## src/rtl/l2_access_arbiter_if.sv

```systemverilog
// Bundle of L1-side request/response and L2-side channel signals around the
// L1<->L2 access arbiter. The arbiter takes the slave view; the L1 caches and
// the L2 together take the master view.
//
// Handshake rule for every request channel: the source holds VALID and its
// payload steady until the matching READY is sampled high at a clock edge;
// a transfer happens on exactly that edge. Completion and data-valid pulses
// are single-cycle and are not back-pressured.
interface l2_access_arbiter_if #(
    parameter int ADDRESS_WIDTH = 32,
    parameter int L2_BUS_WIDTH  = 32
);
    localparam int WAW = ADDRESS_WIDTH - 2;

    logic                    IC_RD_VALID;
    logic                    IC_RD_READY;
    logic [WAW-1:0]          IC_RD_ADDR;
    logic                    DC_RD_VALID;
    logic                    DC_RD_READY;
    logic [WAW-1:0]          DC_RD_ADDR;
    logic                    DC_WR_VALID;
    logic                    DC_WR_READY;
    logic [WAW-1:0]          DC_WR_ADDR;
    logic [L2_BUS_WIDTH-1:0] DC_WR_DATA;
    logic                    DC_WR_COMPLETE;
    logic [L2_BUS_WIDTH-1:0] RD_DATA_OUT;
    logic                    IC_RD_DATA_VALID;
    logic                    DC_RD_DATA_VALID;
    logic                    L2_RD_ADDR_VALID;
    logic                    L2_RD_ADDR_READY;
    logic [WAW-1:0]          L2_RD_ADDR;
    logic                    L2_DATA_VALID;
    logic                    L2_DATA_READY;
    logic [L2_BUS_WIDTH-1:0] L2_DATA;
    logic                    L2_WR_VALID;
    logic                    L2_WR_READY;
    logic [WAW-1:0]          L2_WR_ADDR;
    logic [L2_BUS_WIDTH-1:0] L2_WR_DATA;
    logic                    L2_WR_COMPLETE;

    modport slave (
        input  IC_RD_VALID, IC_RD_ADDR,
        input  DC_RD_VALID, DC_RD_ADDR,
        input  DC_WR_VALID, DC_WR_ADDR, DC_WR_DATA,
        output IC_RD_READY, DC_RD_READY, DC_WR_READY, DC_WR_COMPLETE,
        output RD_DATA_OUT, IC_RD_DATA_VALID, DC_RD_DATA_VALID,
        output L2_RD_ADDR_VALID, L2_RD_ADDR, L2_DATA_READY,
        output L2_WR_VALID, L2_WR_ADDR, L2_WR_DATA,
        input  L2_RD_ADDR_READY, L2_DATA_VALID, L2_DATA,
        input  L2_WR_READY, L2_WR_COMPLETE
    );

    modport master (
        output IC_RD_VALID, IC_RD_ADDR,
        output DC_RD_VALID, DC_RD_ADDR,
        output DC_WR_VALID, DC_WR_ADDR, DC_WR_DATA,
        input  IC_RD_READY, DC_RD_READY, DC_WR_READY, DC_WR_COMPLETE,
        input  RD_DATA_OUT, IC_RD_DATA_VALID, DC_RD_DATA_VALID,
        input  L2_RD_ADDR_VALID, L2_RD_ADDR, L2_DATA_READY,
        input  L2_WR_VALID, L2_WR_ADDR, L2_WR_DATA,
        output L2_RD_ADDR_READY, L2_DATA_VALID, L2_DATA,
        output L2_WR_READY, L2_WR_COMPLETE
    );
endinterface

```

## src/rtl/l2_access_arbiter.sv

```systemverilog
// Round-robin arbiter sharing the single L2 port between IC reads, DC reads
// and DC writes. One transaction in flight; grants happen only in IDLE.
// state_dbg exposes the FSM state (IDLE=0 RD_ADDR=1 RD_DATA=2 WR_ADDR=3 WR_WAIT=4).
module l2_access_arbiter #(
    parameter int ADDRESS_WIDTH = 32,
    parameter int L2_BUS_WIDTH  = 32
) (
    input  logic                  CLK,
    input  logic                  RST,
    l2_access_arbiter_if.slave    bus,
    output logic [2:0]            state_dbg
);
    localparam int WAW = ADDRESS_WIDTH - 2;

    typedef enum logic [2:0] {
        S_IDLE    = 3'd0,
        S_RD_ADDR = 3'd1,
        S_RD_DATA = 3'd2,
        S_WR_ADDR = 3'd3,
        S_WR_WAIT = 3'd4
    } state_t;

    localparam logic [1:0] REQ_IC    = 2'd0;
    localparam logic [1:0] REQ_DC_RD = 2'd1;
    localparam logic [1:0] REQ_DC_WR = 2'd2;

    state_t                  state;
    state_t                  state_nxt;
    logic [1:0]              last_grant;
    logic                    owner_ic;
    logic                    grant_ic;
    logic                    grant_dc_rd;
    logic                    grant_dc_wr;
    logic [WAW-1:0]          rd_addr_sel;
    logic [L2_BUS_WIDTH-1:0] rd_word_q;

    assign state_dbg       = state;
    assign bus.RD_DATA_OUT = rd_word_q;

    // Round-robin pick: search starts at the requester after the last winner.
    always_comb begin
        grant_ic    = 1'b0;
        grant_dc_rd = 1'b0;
        grant_dc_wr = 1'b0;
        if (state == S_IDLE && !RST) begin
            case (last_grant)
                REQ_IC: begin
                    if (bus.DC_RD_VALID)      grant_dc_rd = 1'b1;
                    else if (bus.DC_WR_VALID) grant_dc_wr = 1'b1;
                    else if (bus.IC_RD_VALID) grant_ic    = 1'b1;
                end
                REQ_DC_RD: begin
                    if (bus.DC_WR_VALID)      grant_dc_wr = 1'b1;
                    else if (bus.IC_RD_VALID) grant_ic    = 1'b1;
                    else if (bus.DC_RD_VALID) grant_dc_rd = 1'b1;
                end
                default: begin
                    if (bus.IC_RD_VALID)      grant_ic    = 1'b1;
                    else if (bus.DC_RD_VALID) grant_dc_rd = 1'b1;
                    else if (bus.DC_WR_VALID) grant_dc_wr = 1'b1;
                end
            endcase
        end
    end

    // Read address of whichever reader wins this cycle.
    always_comb begin
        rd_addr_sel = grant_ic ? bus.IC_RD_ADDR : bus.DC_RD_ADDR;
    end

    // State register.
    always_ff @(posedge CLK) begin
        if (RST) state <= S_IDLE;
        else     state <= state_nxt;
    end

    // Next-state logic; L2 responses outside their own state are ignored.
    always_comb begin
        state_nxt = state;
        case (state)
            S_IDLE: begin
                if (grant_ic || grant_dc_rd) state_nxt = S_RD_ADDR;
                else if (grant_dc_wr)        state_nxt = S_WR_ADDR;
            end
            S_RD_ADDR: if (bus.L2_RD_ADDR_READY) state_nxt = S_RD_DATA;
            S_RD_DATA: if (bus.L2_DATA_VALID)    state_nxt = S_IDLE;
            S_WR_ADDR: if (bus.L2_WR_READY)      state_nxt = S_WR_WAIT;
            S_WR_WAIT: if (bus.L2_WR_COMPLETE)   state_nxt = S_IDLE;
            default:                             state_nxt = S_IDLE;
        endcase
    end

    // Handshake outputs decoded from state; forced low while reset is held.
    always_comb begin
        bus.IC_RD_READY      = grant_ic;
        bus.DC_RD_READY      = grant_dc_rd;
        bus.DC_WR_READY      = grant_dc_wr;
        bus.L2_RD_ADDR_VALID = !RST && (state == S_RD_ADDR);
        bus.L2_DATA_READY    = !RST && (state == S_RD_DATA);
        bus.L2_WR_VALID      = !RST && (state == S_WR_ADDR);
    end

    // Capture granted payload, track owner/pointer, and emit one-cycle return pulses.
    always_ff @(posedge CLK) begin
        if (RST) begin
            last_grant           <= REQ_DC_WR;
            owner_ic             <= 1'b0;
            bus.L2_RD_ADDR       <= '0;
            bus.L2_WR_ADDR       <= '0;
            bus.L2_WR_DATA       <= '0;
            rd_word_q            <= '0;
            bus.IC_RD_DATA_VALID <= 1'b0;
            bus.DC_RD_DATA_VALID <= 1'b0;
            bus.DC_WR_COMPLETE   <= 1'b0;
        end else begin
            bus.IC_RD_DATA_VALID <= 1'b0;
            bus.DC_RD_DATA_VALID <= 1'b0;
            bus.DC_WR_COMPLETE   <= 1'b0;
            if (grant_ic || grant_dc_rd) begin
                bus.L2_RD_ADDR <= rd_addr_sel;
                owner_ic       <= grant_ic;
                last_grant     <= grant_ic ? REQ_IC : REQ_DC_RD;
            end
            if (grant_dc_wr) begin
                bus.L2_WR_ADDR <= bus.DC_WR_ADDR;
                bus.L2_WR_DATA <= bus.DC_WR_DATA;
                last_grant     <= REQ_DC_WR;
            end
            if (state == S_RD_DATA && bus.L2_DATA_VALID) begin
                rd_word_q            <= bus.L2_DATA;
                bus.IC_RD_DATA_VALID <= owner_ic;
                bus.DC_RD_DATA_VALID <= !owner_ic;
            end
            if (state == S_WR_WAIT && bus.L2_WR_COMPLETE) begin
                bus.DC_WR_COMPLETE <= 1'b1;
            end
        end
    end
endmodule

```

## src/flat_wrapper.sv

```systemverilog
// flat-port wrapper written by rule: the top's interface ports become plain ports
module l2_access_arbiter_flat 
#(
    parameter int ADDRESS_WIDTH = 32,
    parameter int L2_BUS_WIDTH  = 32
)
  (CLK, RST, state_dbg, bus_IC_RD_VALID, bus_IC_RD_ADDR, bus_DC_RD_VALID, bus_DC_RD_ADDR, bus_DC_WR_VALID, bus_DC_WR_ADDR, bus_DC_WR_DATA, bus_IC_RD_READY, bus_DC_RD_READY, bus_DC_WR_READY, bus_DC_WR_COMPLETE, bus_RD_DATA_OUT, bus_IC_RD_DATA_VALID, bus_DC_RD_DATA_VALID, bus_L2_RD_ADDR_VALID, bus_L2_RD_ADDR, bus_L2_DATA_READY, bus_L2_WR_VALID, bus_L2_WR_ADDR, bus_L2_WR_DATA, bus_L2_RD_ADDR_READY, bus_L2_DATA_VALID, bus_L2_DATA, bus_L2_WR_READY, bus_L2_WR_COMPLETE);
  l2_access_arbiter_if #(.ADDRESS_WIDTH(ADDRESS_WIDTH), .L2_BUS_WIDTH(L2_BUS_WIDTH)) bus_i ();
  input  logic CLK;
  input  logic RST;
  output logic [2:0] state_dbg;
  input wire logic [$bits(bus_i.IC_RD_VALID)-1:0] bus_IC_RD_VALID;
  input wire logic [$bits(bus_i.IC_RD_ADDR)-1:0] bus_IC_RD_ADDR;
  input wire logic [$bits(bus_i.DC_RD_VALID)-1:0] bus_DC_RD_VALID;
  input wire logic [$bits(bus_i.DC_RD_ADDR)-1:0] bus_DC_RD_ADDR;
  input wire logic [$bits(bus_i.DC_WR_VALID)-1:0] bus_DC_WR_VALID;
  input wire logic [$bits(bus_i.DC_WR_ADDR)-1:0] bus_DC_WR_ADDR;
  input wire logic [$bits(bus_i.DC_WR_DATA)-1:0] bus_DC_WR_DATA;
  output wire logic [$bits(bus_i.IC_RD_READY)-1:0] bus_IC_RD_READY;
  output wire logic [$bits(bus_i.DC_RD_READY)-1:0] bus_DC_RD_READY;
  output wire logic [$bits(bus_i.DC_WR_READY)-1:0] bus_DC_WR_READY;
  output wire logic [$bits(bus_i.DC_WR_COMPLETE)-1:0] bus_DC_WR_COMPLETE;
  output wire logic [$bits(bus_i.RD_DATA_OUT)-1:0] bus_RD_DATA_OUT;
  output wire logic [$bits(bus_i.IC_RD_DATA_VALID)-1:0] bus_IC_RD_DATA_VALID;
  output wire logic [$bits(bus_i.DC_RD_DATA_VALID)-1:0] bus_DC_RD_DATA_VALID;
  output wire logic [$bits(bus_i.L2_RD_ADDR_VALID)-1:0] bus_L2_RD_ADDR_VALID;
  output wire logic [$bits(bus_i.L2_RD_ADDR)-1:0] bus_L2_RD_ADDR;
  output wire logic [$bits(bus_i.L2_DATA_READY)-1:0] bus_L2_DATA_READY;
  output wire logic [$bits(bus_i.L2_WR_VALID)-1:0] bus_L2_WR_VALID;
  output wire logic [$bits(bus_i.L2_WR_ADDR)-1:0] bus_L2_WR_ADDR;
  output wire logic [$bits(bus_i.L2_WR_DATA)-1:0] bus_L2_WR_DATA;
  input wire logic [$bits(bus_i.L2_RD_ADDR_READY)-1:0] bus_L2_RD_ADDR_READY;
  input wire logic [$bits(bus_i.L2_DATA_VALID)-1:0] bus_L2_DATA_VALID;
  input wire logic [$bits(bus_i.L2_DATA)-1:0] bus_L2_DATA;
  input wire logic [$bits(bus_i.L2_WR_READY)-1:0] bus_L2_WR_READY;
  input wire logic [$bits(bus_i.L2_WR_COMPLETE)-1:0] bus_L2_WR_COMPLETE;
  assign bus_i.IC_RD_VALID = bus_IC_RD_VALID;
  assign bus_i.IC_RD_ADDR = bus_IC_RD_ADDR;
  assign bus_i.DC_RD_VALID = bus_DC_RD_VALID;
  assign bus_i.DC_RD_ADDR = bus_DC_RD_ADDR;
  assign bus_i.DC_WR_VALID = bus_DC_WR_VALID;
  assign bus_i.DC_WR_ADDR = bus_DC_WR_ADDR;
  assign bus_i.DC_WR_DATA = bus_DC_WR_DATA;
  assign bus_IC_RD_READY = bus_i.IC_RD_READY;
  assign bus_DC_RD_READY = bus_i.DC_RD_READY;
  assign bus_DC_WR_READY = bus_i.DC_WR_READY;
  assign bus_DC_WR_COMPLETE = bus_i.DC_WR_COMPLETE;
  assign bus_RD_DATA_OUT = bus_i.RD_DATA_OUT;
  assign bus_IC_RD_DATA_VALID = bus_i.IC_RD_DATA_VALID;
  assign bus_DC_RD_DATA_VALID = bus_i.DC_RD_DATA_VALID;
  assign bus_L2_RD_ADDR_VALID = bus_i.L2_RD_ADDR_VALID;
  assign bus_L2_RD_ADDR = bus_i.L2_RD_ADDR;
  assign bus_L2_DATA_READY = bus_i.L2_DATA_READY;
  assign bus_L2_WR_VALID = bus_i.L2_WR_VALID;
  assign bus_L2_WR_ADDR = bus_i.L2_WR_ADDR;
  assign bus_L2_WR_DATA = bus_i.L2_WR_DATA;
  assign bus_i.L2_RD_ADDR_READY = bus_L2_RD_ADDR_READY;
  assign bus_i.L2_DATA_VALID = bus_L2_DATA_VALID;
  assign bus_i.L2_DATA = bus_L2_DATA;
  assign bus_i.L2_WR_READY = bus_L2_WR_READY;
  assign bus_i.L2_WR_COMPLETE = bus_L2_WR_COMPLETE;
  l2_access_arbiter #(.ADDRESS_WIDTH(ADDRESS_WIDTH), .L2_BUS_WIDTH(L2_BUS_WIDTH)) u_core (.CLK(CLK), .RST(RST), .bus(bus_i), .state_dbg(state_dbg));
endmodule
```

## config.mk

```make
export PLATFORM = sky130hd
export DESIGN_NAME = l2_access_arbiter_flat
export DESIGN_NICKNAME = d
export VERILOG_FILES = /design/src/rtl/l2_access_arbiter_if.sv /design/src/rtl/l2_access_arbiter.sv /design/src/flat_wrapper.sv
export SDC_FILE = /design/constraint.sdc
export NUM_CORES = 1
export LEC_CHECK = 0
export CORE_MARGIN = 2
export CORE_UTILIZATION = 39
export CTS_BUF_LIST = sky130_fd_sc_hd__clkbuf_16
export CTS_CLUSTER_DIAMETER = 60
export DETAILED_ROUTE_END_ITERATION = 7
export GPL_TIMING_DRIVEN = 0
export MAX_ROUTING_LAYER = met4
export PLACE_DENSITY = 0.78
export SYNTH_ARGS = -nofsm -noshare
export SYNTH_HDL_FRONTEND = slang
export SYNTH_SLANG_ARGS = --single-unit
```

## constraint.sdc

```tcl
create_clock -name CLK -period 1.86 [get_ports CLK]
set_input_delay 0.279 -clock CLK [delete_from_list [all_inputs] [get_ports CLK]]
set_output_delay 0.279 -clock CLK [all_outputs]
set_load 0.01 [all_outputs]
```

==> impl_metrics.toml <==
[drt]
postRouteAntennaNets = 0
drt-initial-drc-count = 155
route.detailed.drc = 0
wire_per_inst_um = 16.8
firstDrtPassIters = 5
vias = 4995
viasPerCell = 4.88
routed_wl_um = 17200

[power_and_ir_drop]
clkPwrFrac_pct = 32.3
p_int_mw = 7.15
netSwitchingFraction_pct = 27.7
power_density_nw_per_um2 = 1040
pwr-share-comb_pct = 31.6
total_leakage_power_nw = 3.81
ir_drop_v = 0.000731
p_switching_mw = 2.73
finalPower_mw = 9.88
seq_power_share_pct = 36.1

[cells_and_area]
final_util_pct = 68.8
n_fill_cell = 1057
syn2layout_area_growth_pct = 72.9
final_nets = 993
drive_gt1_share_pct = 18.3
diodes = 0
layout.cells.non_filler = 1023

[die]
dieArea_um2 = 15000
die-height_um = 123
start_util_pct = 39.8
ios = 299
coreArea_um2 = 13800
rows = 43
die_w_um = 123

[setup_path]
critPathCaptureType = "output pin"
slowest_stage = "dfxtp_4"
cpPeakStageDelay_ns = 0.35
path_cells = "nor4_4 > buf_4 > nand2_2 > o21ba_4 > buf_8 > buf_6"
worstSetupPathType = "register to output pin"
arrival_ns = 1.69
cp.required_ns = 1.58
cp_max_fo = 6
setup.worst_path.start_class = "register"

[clock_tree]
htree_levels = 4
cts.sink_count = 133
clockRootBuffer = "clkbuf_16"
clock_latency_ns = 0.42
tritoncts = "done"
cts.clk_slew.worst_paths_ns = 0.05
numCtsBuffers = 17
cts_buffer_depth = 2

[grt]
grt.total_usage_pct = 23.0
grt_max_degree = 17
gr-total-overflow = 0
first_global_vias = 5216
grt_antenna_before_repair = 0
grt_pass1_wl_um = 26000

[timing]
hold_viol = 0
finalCritPeriodShare_pct = 106
hold_slack_ns = 0.345
max_slew_margin_pct = 63.6
skew_ns = 0.0121
fmax_mhz = 508
rsz0062_at_grt = "yes"
period_minus_slack_ns = 1.97
setup_viol_count_final = 2
worst_pin_slew_ns = 0.547
maxSlewViolCount = 0
setup_ws_ns = -0.107

[placement]
dp_hpwl_um = 12700
io_buffer_count = 297
place_inst = 979
place_congestion = 0.786

[synth]
ys_types = 35
yosysWarnings = 0
synthArstFlopShare_pct = 0
ys_ff_latch = 133
synth-seq-area-share_pct = 48.6
syn_area_um2 = 5480
synth_ff_type = "dfxtp_1"
synth_edf_count = 0
syn_avg_cell_area_um2 = 10.9
syn_inst = 502
synth_fp_nets = 665

[status]
violations = "setup timing"
outcome = "complete, but fails checks"

[hold_path]
min_path_type = "input port to register"

[job]
max-cap-violations = 0
[power groups by stage]
stage | combinational [mW] | sequential (mW) | clock (mW)
after detailed placement | 2.88 | 3.62 | 0
after floorplan | 1.18 | 3.79 | 0
after CTS | 3.02 | 3.56 | 3.25
final | 3.12 | 3.57 | 3.19
after global placement | 2.83 | 3.60 | 0
after global routing | 3.32 | 3.62 | 3.39
[through the flow]
stage	setup slack (ns)	setup TNS (ns)	area (µm²)
global route	-0.191	-0.768	9470
finish	-0.107	-0.190	9470
CTS	-0.161	-0.238	9330
detailed placement	-0.731	-36.59	8670
floorplan	0.211	0	5480
global placement	-0.713	-31.42	8670
[flip-flops by register name, indices dropped and copies added (netlist names)]
register,cells
u_core.bus.L2_RD_ADDR,30
u_core.bus.L2_WR_ADDR,30
u_core.bus.L2_WR_DATA,32
u_core.bus.DC_RD_DATA_VALID,1
u_core.bus.DC_WR_COMPLETE,1
u_core.owner_ic,1
u_core.bus.IC_RD_DATA_VALID,1
u_core.bus.RD_DATA_OUT,32
u_core.last_grant,2
u_core.state_dbg,3
[cell type report]
| type | instances | area, µm² | area share (%) |
|---|---|---|---|
| Inverter | 3 | 13.8 | 0.145 |
| Clock inverter | 15 | 140 | 1.48 |
| Multi-Input combinational cell | 328 | 2590 | 27.4 |
| Clock buffer | 17 | 425 | 4.49 |
| Sequential cell | 133 | 2670 | 28.2 |
| Tap cell | 180 | 225 | 2.38 |
| Timing Repair Buffer | 311 | 3100 | 32.8 |
| Buffer | 36 | 295 | 3.12 |
[critical path: cells and delay by family (launching register included)]
kind | cells | cell delay (ns)
flip-flops | 1 | 0.35
buffers and inverters | 3 | 0.37
AND/OR/NAND/NOR | 2 | 0.32
AO/OA/AOI/OAI | 1 | 0.24
[cell usage after synthesis (2+ instances only)]
library cell | instances | area share [%]
buf_2 | 11 | 1.0
o31ai_1 | 2 | 0.27
and3_1 | 2 | 0.23
a221o_1 | 30 | 5.5
nor2_1 | 8 | 0.55
clkbuf_1 | 13 | 0.89
nand2_1 | 69 | 4.7
inv_1 | 3 | 0.21
mux2_4 | 60 | 16
nor2b_1 | 65 | 7.4
o21ai_0 | 2 | 0.18
mux2_2 | 2 | 0.41
buf_4 | 3 | 0.41
dfxtp_1 | 133 | 49
or2_2 | 3 | 0.34
nand2b_1 | 4 | 0.46
nor3_1 | 2 | 0.18
a21oi_1 | 35 | 3.2
buf_6 | 10 | 2.1
nor3b_1 | 30 | 4.1
[cells in the final DEF, fill, tap and decap left out, drive strengths merged, types with 8 or more instances in the layout]
| cell | count |
|---|---|
| clkdlybuf4s50 | 290 |
| dfxtp | 133 |
| nand2 | 69 |
| nor2b | 65 |
| mux2 | 62 |
| buf | 40 |
| a21oi | 35 |
| clkbuf | 32 |
| nor3b | 30 |
| a221o | 30 |
| nor2 | 8 |
[worst paths after layout]
kind	startpoint	to	slack, ns	cells after the start
min	RST	u_core.state_dbg[1]	0.35	3
min reg2reg	u_core.owner_ic	u_core.bus.DC_RD_DATA_VALID	0.45	1
max	u_core.state_dbg[0]	bus_IC_RD_READY	-0.11	6
max reg2reg	u_core.state_dbg[0]	u_core.bus.L2_WR_DATA[5]	0.05	8
[repair_timing]
item | 4_1_cts | 5_1_grt
cloned | 0 | 1
setup endpoints to repair | 66 | 83
gates resized for setup | 39 | 29
hold buffers | 0 | 0
buffers inserted | 8 | 5
pin swaps | 2 | 0
[cells by family after synthesis]
logic type / after synthesis / share of synthesized area (%)
buf+inv: 41 / 4.64
compound gates: 76 / 10.5
flops: 133 / 48.6
mux: 63 / 17.0
simple gates: 189 / 19.2
[per-layer routing]
metal  share of wire [%]  global-route usage, %  vias up
met1                  39                   24.4     2327
met2                  51                   40.1      230
li1                    -                      -     2402
met3                 7.2                   7.30       36
met4                 2.4                   8.33        0
met5                   0                      -        -
Power figures use the tool's default switching activity.
